**src/rtl/sipo_rx_ctrl.sv**
```systemverilog
// Serial-in/parallel-out framing controller with a one-word output buffer, gap timeout and overrun flag.
// Optional `define PARITY_EN appends an even-parity bit to every frame and enables parity_err.
module sipo_rx_ctrl #(
  parameter int WIDTH     = 8,
  parameter bit MSB_FIRST = 1'b1,
  parameter int GAP_MAX   = 15
) (
  input  logic             clk,
  input  logic             rst_n,
  input  logic             start,
  input  logic             bit_valid,
  input  logic             serial_in,
  output logic [WIDTH-1:0] word_out,
  output logic             word_valid,
  input  logic             word_ready,
  output logic             busy,
  output logic             overrun,
  input  logic             clr_overrun,
  output logic             frame_err,
  output logic             parity_err
);

`ifdef PARITY_EN
  localparam int FRAME_BITS = WIDTH + 1;
`else
  localparam int FRAME_BITS = WIDTH;
`endif
  localparam int                CNT_W    = $clog2(FRAME_BITS + 1);
  localparam logic [CNT_W-1:0]  LAST_BIT = CNT_W'(FRAME_BITS - 1);
  localparam logic [7:0]        GAP_LAST = 8'(GAP_MAX - 1);

  typedef enum logic {IDLE, SHIFT} state_t;

  state_t           state;
  logic [WIDTH-1:0] sreg;
  logic [CNT_W-1:0] bit_cnt;
  logic [7:0]       gap_cnt;
  logic [WIDTH-1:0] shifted;
  logic [WIDTH-1:0] assembled;
  logic             par_ok;

  function automatic logic [WIDTH-1:0] shift_in(input logic [WIDTH-1:0] s, input logic b);
    if (MSB_FIRST) return {s[WIDTH-2:0], b};
    else           return {b, s[WIDTH-1:1]};
  endfunction

  // With parity the last bit is the parity bit, so the word is already complete in sreg.
  always_comb begin
    shifted = shift_in(sreg, serial_in);
`ifdef PARITY_EN
    assembled = sreg;
    par_ok    = ((^sreg) == serial_in);
`else
    assembled = shifted;
    par_ok    = 1'b1;
`endif
  end

  always_ff @(posedge clk or negedge rst_n) begin
    if (!rst_n) begin
      state      <= IDLE;
      sreg       <= '0;
      bit_cnt    <= '0;
      gap_cnt    <= '0;
      word_out   <= '0;
      word_valid <= 1'b0;
      busy       <= 1'b0;
      overrun    <= 1'b0;
      frame_err  <= 1'b0;
      parity_err <= 1'b0;
    end else begin
      frame_err  <= 1'b0;
      parity_err <= 1'b0;
      if (clr_overrun) overrun <= 1'b0;
      if (word_valid && word_ready) word_valid <= 1'b0;

      case (state)
        IDLE: begin
          if (start) begin
            state   <= SHIFT;
            busy    <= 1'b1;
            sreg    <= '0;
            bit_cnt <= '0;
            gap_cnt <= '0;
          end
        end
        SHIFT: begin
          // Completion outranks a coincident start; later assignments override the drain above.
          if (bit_valid && bit_cnt == LAST_BIT) begin
            state   <= IDLE;
            busy    <= 1'b0;
            bit_cnt <= '0;
            gap_cnt <= '0;
            if (!par_ok) begin
              parity_err <= 1'b1;
            end else if (!word_valid || word_ready) begin
              word_out   <= assembled;
              word_valid <= 1'b1;
            end else begin
              overrun <= 1'b1;
            end
          end else if (start) begin
            sreg    <= '0;
            bit_cnt <= '0;
            gap_cnt <= '0;
          end else if (bit_valid) begin
            sreg    <= shifted;
            bit_cnt <= bit_cnt + 1'b1;
            gap_cnt <= '0;
          end else if (gap_cnt == GAP_LAST) begin
            state     <= IDLE;
            busy      <= 1'b0;
            frame_err <= 1'b1;
            bit_cnt   <= '0;
            gap_cnt   <= '0;
          end else begin
            gap_cnt <= gap_cnt + 8'd1;
          end
        end
        default: begin
          state <= IDLE;
          busy  <= 1'b0;
        end
      endcase
    end
  end

endmodule

```
**config.mk**
```make
export PLATFORM = sky130hd
export DESIGN_NAME = sipo_rx_ctrl
export DESIGN_NICKNAME = d
export VERILOG_FILES = /design/src/rtl/sipo_rx_ctrl.sv
export SDC_FILE = /design/constraint.sdc
export NUM_CORES = 1
export LEC_CHECK = 0
export CAP_MARGIN = 0
export CELL_PAD_IN_SITES_DETAIL_PLACEMENT = 0
export CELL_PAD_IN_SITES_GLOBAL_PLACEMENT = 2
export CORE_UTILIZATION = 34
export DETAILED_ROUTE_END_ITERATION = 12
export PLACE_DENSITY = 0.89
export SYNTH_ARGS = -nofsm -noshare
export SYNTH_HDL_FRONTEND = slang
export SYNTH_SLANG_ARGS = --single-unit
```
**constraint.sdc**
```tcl
create_clock -name clk -period 2.3 [get_ports clk]
set_clock_uncertainty 0.1 [all_clocks]
set_input_delay 0.575 -clock clk [delete_from_list [all_inputs] [get_ports clk]]
set_output_delay 0.575 -clock clk [all_outputs]
set_load 0.1 [all_outputs]
```
# [Word level (Yosys, flattened, before mapping)]
# Cells that the tools add are included.
[totals] output_inout_bits=13 register_bits=32 wordCells=70
[op_classes] n_mux=41 add_sub_neg=2 n_reduce_logical=8 n_bitwise=1 eq_ne=9
[ops] cell="$mux 8" count=5
[ops] cell="$mux 1" count=23
[ops] cell="$mux 7" count=3
[ops] cell="$mux 4" count=5
[ops] cell="$pmux 8 s2" count=1
[ops] cell="$pmux 7 s2" count=1
[ops] cell="$add 8x1->8 const B" count=1
[ops] cell="$eq 8x4->1 const B" count=1
[ops] cell="$pmux 4 s2" count=1
[ops] cell="$ne 3x2->1 const B" count=2
[ops] cell="$reduce_and 3->1" count=2
[ops] cell="$ne 5x3->1 const B" count=1
[ops] cell="$add 4x1->4 const B" count=1
[ops] cell="$eq 4x3->1 const B" count=1
[ops] cell="$ne 2x2->1 const B" count=2
[ops] cell="$pmux 1 s2" count=2
[ops] cell="$reduce_and 4->1" count=1
[ops] cell="$ne 3x1->1 const B" count=1
[ops] cell="$ne 3x3->1 const B" count=1
[ops] cell="$logic_and 1x1->1" count=2
[ops] cell="$reduce_and 2->1" count=1
[ops] cell="$logic_not 1->1" count=1
[ops] cell="$logic_or 1x1->1" count=1
[ops] cell="$not 1->1" count=1

# [Longest topological paths before layout]
# Gate-level depths: netlist of the first run.
[depth] depth_word=6 ltp_mapped=6

# [Worst setup path before layout of the first run]
# Ideal clock, no wire load.
[synth_timing] path_type="reg2reg" start="register word_valid" end="register word_out[0]" setup_time_ps=125 synth_period_minus_slack_ps=1902 stages_incl_launch_ff=5 required_ps=2075 slack_ps=398 t_arrival_ps=1677 n_path_buf=1 cell_sequence="dfrtp_1 -> nand2b_1 -> and2_1 -> buf_2 -> mux2_2"
[synth_between] elab_chain_cells=3
[synth_rtl] element="start, declared" line="14" source="output logic word_valid,"
[synth_rtl] element="start signal, assigned" line="66" source="word_valid <= 1'b0;"
[synth_rtl] element="start signal, assigned" line="75" source="if (word_valid && word_ready) word_valid <= 1'b0;"
[synth_rtl] element="start signal, assigned" line="98" source="word_valid <= 1'b1;"
[synth_rtl] element="$logic_not 1->1" line="96" source="end else if (!word_valid || word_ready) begin"
[synth_rtl] element="$logic_or 1x1->1" line="96"
[synth_rtl] element="$reduce_and 3->1 (no source line)"
[synth_rtl] element="end signal, assigned" line="97" source="word_out <= assembled;"
[synth_rtl] element="end, declared" line="13" source="output logic [WIDTH-1:0] word_out,"
# No other way between the ends.
# A chain may end at the register's enable or synchronous reset.

# [Worst setup path in the final report of the first run]
[layout_timing] start="register gap_cnt[0]" end="register bit_cnt[3]"
[layout_between] elab_chain_cells=3
[layout_rtl] element="start, declared" line="37" source="logic [7:0] gap_cnt;"
[layout_rtl] element="start signal, assigned" line="117" source="gap_cnt <= gap_cnt + 8'd1;"
[layout_rtl] element="$eq 8x4->1" line="110" source="end else if (gap_cnt == GAP_LAST) begin"
[layout_rtl] element="$ne 5x3->1 (no source line)"
[layout_rtl] element="$reduce_and 2->1 (no source line)"
[layout_rtl] element="end signal, assigned" line="108" source="bit_cnt <= bit_cnt + 1'b1;"
[layout_rtl] element="end, declared" line="36" source="logic [CNT_W-1:0] bit_cnt;"
# No other way between the ends.

==> reports/metrics.yaml, run 1 <==
die:
  die_w_um: 67.8
  fp.dieH_um: 67.8
  start_util_pct: 36.0
  rows: 23
  coreArea_um2: 4090
  ioPinCount: 20
  fp.dieArea_um2: 4590
logic_synthesis:
  yosysWarnings: 0
  syn_area_um2: 1470
  synthCells: 141
  synth-seq-cells: 32
  postSynthAreaPerCell_um2: 10.4
  ys_types: 35
  syn_nets: 151
  synth_seq_area_share_pct: 54.5
global_route:
  grt_pass1_vias: 1023
  grt_pass1_wl_um: 4660
  antenna_found_initial: 0
  grt_max_degree: 33
  grt_overflow_total: 0
  grt_usage_pct: 14.1
clock_network:
  worstSkewPairLatency_ps: 280
  cts_hold_buf: 0
  cts_setup_buffers: 0
  cts_htree_levels: 2
  clock-sinks: 32
  numCtsBuffers: 5
  cts_tree: "done"
  post_cts_resized: 0
  clockRootBuffer: "clkbuf_8"
  clockBufferDepth: 2
  clk_pin_slew_ps: 70
place:
  routabilityCongestion: 0.713
  dp.cells: 210
  port_buffers: 18
  placed_cell_area_um2: 1720
  dp_hpwl_um: 2000
route:
  viasPerCell: 4.83
  final_antenna_net_count: 0
  wire_per_inst_um: 12.5
  drc: 0
  via_count: 1052
  routed_wl_um: 2730
  drt_iter0_drc: 27
  first_pass_iters: 4
setup_path:
  critPathMaxFanout: 9
  worst_setup_path_start_kind: "flop"
  startpoint: "gap_cnt[0]"
  end_kind: "flop"
  criticalPathCategory: "reg2reg"
  r2r_setup_slack_ps: 410
  r2r-start: "gap_cnt[0]"
  crit_required_ps: 2350
  arrival_ps: 1940
final_layout:
  final_nets: 177
  design_area_um2: 1820
  fin_cells: 218
  antennaDiodeCount: 0
  drive_gt1_share_pct: 22.6
  area_growth_pct: 24.1
sta:
  hold_viol: 0
  max_freq_mhz: 529
  fin_crit_ps: 1890
  finalSetupTns_ps: 0
  setup_viol: 0
  rsz0062_at_grt: "false"
  min_period_over_period_pct: 82.2
  drv_slew: 0
min_path:
  hp-start: "sreg[6]"
  hp-class: "reg2reg"
pwr:
  power_density_nw_per_um2: 644
  vdd_drop_max_uv: 334
  p_leak_nw: 0.840
outcome:
  outcome: "completed"
flow_run:
  max_cap_viol_count: 0
[registers in the layout, summed over array words and instances, names as in the netlist]
register,flops
overrun,1
frame_err,1
sreg,7
word_valid,1
state,1
bit_cnt,4
busy,1
gap_cnt,8
word_out,8
[cell usage in the layout, fill, tap and decap left out, types with 3 or more instances in the layout]
cell type | netlist | final
nor2_1 | 9 | 9
clkdlybuf4s50_1 | 0 | 6
o21ai_0 | 12 | 12
buf_4 | 1 | 18
nand2b_1 | 4 | 4
clkbuf_8 | 0 | 5
nand3_1 | 3 | 3
a21oi_1 | 4 | 4
nand2_1 | 21 | 21
mux2i_1 | 3 | 3
xor2_1 | 3 | 3
ha_1 | 3 | 3
inv_1 | 8 | 8
mux2_2 | 8 | 8
or3_1 | 3 | 3
dfrtp_1 | 32 | 32
[Yosys cell counts]
library cell   n  area (µm²)
nand4b_1       1        8.76
nand4_1        2        12.5
a21oi_4        1        16.3
nor3_1         1        5.00
inv_1          8        30.0
clkbuf_1       1        3.75
a21oi_1        4        20.0
and2_1         1        6.26
or4_4          1        11.3
or2_2          1        6.26
nand2_1       21        78.8
o221ai_1       1        8.76
xor2_1         3        26.3
o22ai_1        2        12.5
or4b_2         1        10.0
mux2_2         8        90.1
o21a_1         1        7.51
xnor2_1        2        17.5
nor3b_1        1        7.51
buf_4          1        7.51
nor2b_1        1        6.26
or3_1          3        18.8
nand3b_1       1        7.51
o211a_1        1        10.0
buf_2          4        20.0
ha_1           3        37.5
nor2_1         9        33.8
dfrtp_1       32         801
o21ai_0       12        60.1
nand3_1        3        15.0
mux2i_1        3        30.0
nor4_1         1        6.26
nand2b_1       4        25.0
a221oi_1       1        8.76
conb_1         1        3.75
[critical path, stage by stage (launching register included)]
cell and delay (ps):
dfrtp_1 420, inv_1 70, ha_1 150, nand4b_1 120, or4_4 470, a21oi_4 270
o221ai_1 150
[metrics by stage]
step / total power, W / setup slack, ps / utilization (%) / hold slack (ps)
global placement: 0.000664 / 144 / 42.0 / 368
detailed placement: 0.000667 / 117 / 42.0 / 395
CTS: 0.00120 / 373 / 44.6 / 411
finish: 0.00117 / 410 / 44.6 / 398
floorplan: 0.000630 / 398 / - / 179
global route: 0.00124 / 266 / 44.6 / 431
[path summary, 6_finish.rpt]
| path | endpoint | cells after the start |
|---|---|---|
| max in group asynchronous | bit_cnt[1] | 2 |
| hold / removal | sreg[6] | 2 |
| hold reg to reg | sreg[6] | 2 |
| min in group asynchronous | sreg[6] | 2 |
| setup reg to reg | bit_cnt[3] | 6 |
| setup / recovery | bit_cnt[3] | 6 |
[cell families (layout without fill, tap and decap cells)]
family	after synthesis	after routing	synth area share (%)
other	1	1	0.255
and+or+nand+nor	52	52	17.6
buffers and inverters	14	41	4.17
muxes	11	11	8.17
adders and majority gates	3	3	2.55
AOI/OAI and AO/OA	23	23	9.79
xor gates and xnor gates	5	5	2.98
DFF	32	32	54.5
[cell type report]
type | count | area (µm²)
fill | 383 | 2260
clock buffer | 6 | 72.6
timing repair buffer | 25 | 215
sequential | 32 | 801
clock inverter | 2 | 35.0
multi-input combinational | 95 | 608
tap | 50 | 62.6
inverter | 8 | 30.0
[power breakdown]
part	total, W	internal [W]	switching (W)
logic	0.0000739	0.0000279	0.0000459
clock network	0.000519	0.000321	0.000198
registers	0.000581	0.000572	0.00000847
[routing by layer]
layer	vias up	share of wire, %	global-route usage [%]
li1	528	-	-
met2	15	50	24.0
met4	0	1.9	6.38
met5	-	0	0
met3	6	4.4	5.07
met1	503	44	15.4
(Power assumes the default switching activity.)
==> inputs of run 2 (changes only) <==
--- a/config.mk
+++ b/config.mk
@@ -8,9 +8,9 @@
 export CAP_MARGIN = 0
 export CELL_PAD_IN_SITES_DETAIL_PLACEMENT = 0
 export CELL_PAD_IN_SITES_GLOBAL_PLACEMENT = 2
-export CORE_UTILIZATION = 34
+export CORE_UTILIZATION = 31
 export DETAILED_ROUTE_END_ITERATION = 12
-export PLACE_DENSITY = 0.89
+export PLACE_DENSITY = 0.86
 export SYNTH_ARGS = -nofsm -noshare
 export SYNTH_HDL_FRONTEND = slang
 export SYNTH_SLANG_ARGS = --single-unit
==> constraint.sdc (replaced) <==
create_clock -name clk -period 1.65 [get_ports clk]
set_clock_uncertainty 0.1 [all_clocks]
set_input_delay 0.4125 -clock clk [delete_from_list [all_inputs] [get_ports clk]]
set_output_delay 0.4125 -clock clk [all_outputs]
set_load 0.1 [all_outputs]
==> run 2 against run 1 <==
- the run now ends with setup timing left
- cell count rose by 11%
- clock power increased by 11%
- sequential power is 39% higher
- maximum frequency rose by 4.1%
- register-to-register slack worse by 580 ps
- setup slack worse by 580 ps
- sequential cell count stayed put
- combinational power is 88% higher
- global-route usage decreased by 0.17 points
- power rose by 30%
- non-clock buffer count grew 22
- highest routed layer unchanged
==> reports/metrics.yaml, run 2 (same netlist as run 1, synthesis figures left out) <==
outcome:
  outcome: "finished with violations"
  violations: "setup timing"
die:
  fp.dieH_um: 70.9  # +4.6%
  ioPinCount: 20  # unchanged
  coreArea_um2: 4440  # +8.8%
  start_util_pct: 33.1  # -2.9 points
  die_w_um: 70.9  # +4.6%
  fp.dieArea_um2: 5020  # +9.4%
  rows: 24  # +4.3%
setup_path:
  path_cells: "inv_1, ha_1, nand4b_1, or4_4, a21oi_4, o221ai_1"
  max_stage_delay_ps: 510  # +40 ps
  crit_required_ps: 1700  # -650 ps
  end_kind: "flop"
  cp_num_buf_inv: 1  # unchanged
  r2r-start: "gap_cnt[0]"
  timing.rr.end: "bit_cnt[3]"
  r2r_setup_slack_ps: -170  # -580 ps
  worst_setup_path_start_kind: "flop"
  crit_slowest_cell: "or4_4"
  critical-path-top-delay-family: "simple AND/OR/NAND/NOR gates"
  arrival_ps: 1870  # -70 ps
  r2r_cells: 6  # unchanged
  critPathMaxFanout: 5  # -4
  criticalPathCategory: "reg2reg"
place:
  routabilityCongestion: 0.762  # +6.9%
  port_buffers: 18  # unchanged
  dp_hpwl_um: 2250  # +13%
  placed_cell_area_um2: 2030  # +18%
  dp.cells: 232  # +10%
final_layout:
  top_regs: "gap_cnt (8), word_out (8), sreg (7)"
  fin_cells: 243  # +11%
  fillers: 410  # +7.0%
  final_cell_mix: "dfrtp_1, buf_4, nand2_1, buf_12, o21ai_0"
  area_growth_pct: 49.4
  design_area_um2: 2200  # +20%
  final_nets: 200  # +13%
  antennaDiodeCount: 0  # unchanged
  drive_gt1_share_pct: 36.6  # +14 points
  layout_commonest_cell: "dfrtp_1"
clock_network:
  cts_tree: "done"
  clockBufferDepth: 2  # unchanged
  numCtsBuffers: 5  # unchanged
  clockRootBuffer: "clkbuf_8"
  clock-sinks: 32  # unchanged
  cts_htree_levels: 2  # unchanged
  clk_pin_slew_ps: 70  # about the same
  worstSkewPairLatency_ps: 280  # about the same
flow_run:
  max_cap_viol_count: 0  # unchanged
sta:
  max_freq_mhz: 551  # +4.1%
  min_period_over_period_pct: 110  # +28 points
  setup_viol: 13  # +13
  rsz0062_at_grt: "true"
  hold_viol: 0  # unchanged
  drv_slew: 0  # unchanged
  fin_crit_ps: 1820  # -74.1 ps
  fin_ws_ps: -166  # -576 ps
min_path:
  hold_end: "sreg[6]"
  hp-start: "sreg[6]"
  min_delay_path_depth: 2  # unchanged
  hp-class: "reg2reg"
route:
  wire_per_inst_um: 12.8  # +2.5%
  first_pass_iters: 4  # unchanged
  drt_iter0_drc: 41  # +52%
  via_count: 1162  # +10%
  final_antenna_net_count: 0  # unchanged
  drc: 0  # unchanged
  viasPerCell: 4.78  # -0.91%
  routed_wl_um: 3120  # +14%
global_route:
  grt_overflow_total: 0  # unchanged
  grt_pass1_vias: 1146  # +12%
  grt_pass1_wl_um: 5400  # +16%
  grt_max_degree: 33  # unchanged
  grt_usage_pct: 13.9  # -0.17 points
  antenna_found_initial: 0  # unchanged
pwr:
  power_density_nw_per_um2: 693  # +7.6%
  vdd_drop_max_uv: 416  # +24%
  p_leak_nw: 0.987  # +18%
  power_w: 0.00152  # +30%
run 2: area by class of cell:
cell class	instances	area [µm²]	share of cell area, %
Inverter	8	30.0	1.37
Clock inverter	3	18.8	0.855
Sequential cell	32	802	36.5
Multi-Input combinational cell	96	678	30.9
Tap cell	52	65.1	2.96
Timing Repair Buffer	47	533	24.3
Clock buffer	5	68.8	3.13
run 2: repair_timing:
action | CTS | global route
buffers inserted | 1 | 2
cloned | 1 | 0
pin swaps | 3 | 8
setup endpoints to repair | 21 | 23
resized for setup | 4 | 16
hold buffers | 0 | 0
run 2: tightest hold or removal path, stage by stage (launching register included):
cell and delay [ps]:
dfrtp_1 350, nand2_1 50, o21ai_0 60
run 2: through the flow:
stage	setup WS [ps]	setup TNS, ps	utilization (%)	hold WS, ps
detailed placement	-344	-6590	45.7	386
global placement	-298	-5680	45.7	364
global route	-246	-2870	49.4	424
CTS	-160	-1210	48.2	396
floorplan	-56.6	-113	-	16.9
finish	-166	-1320	49.4	395
run 2: worst max-delay path by stage:
| stage | to | from | cells after the start | slack (ps) |
|---|---|---|---|---|
| after CTS | bit_cnt[3] | gap_cnt[0] | 6 | -160 |
| after detailed placement | word_out[7] | bit_valid | 6 | -340 |
| final | bit_cnt[3] | gap_cnt[0] | 6 | -170 |
| after global routing | bit_cnt[3] | gap_cnt[0] | 6 | -250 |
| after floorplan | bit_cnt[3] | gap_cnt[0] | 6 | -60 |
| after global placement | word_out[0] | bit_valid | 6 | -300 |
run 2: routing by layer:
| metal | track usage (%) | up-vias | part of all wire [%] |
|---|---|---|---|
| met5 | 0 | - | 0 |
| met4 | 4.67 | 0 | 0.99 |
| met3 | 3.42 | 4 | 4.2 |
| met2 | 22.5 | 28 | 52 |
| met1 | 18.3 | 557 | 43 |
| li1 | - | 573 | - |
run 2: power breakdown:
part,leakage [nW],internal (W),total [W],switching [W]
combinational,0.504,0.0000629,0.000139,0.0000765
sequential,0.436,0.000798,0.000807,0.00000941
clock,0.0479,0.000293,0.000574,0.000281
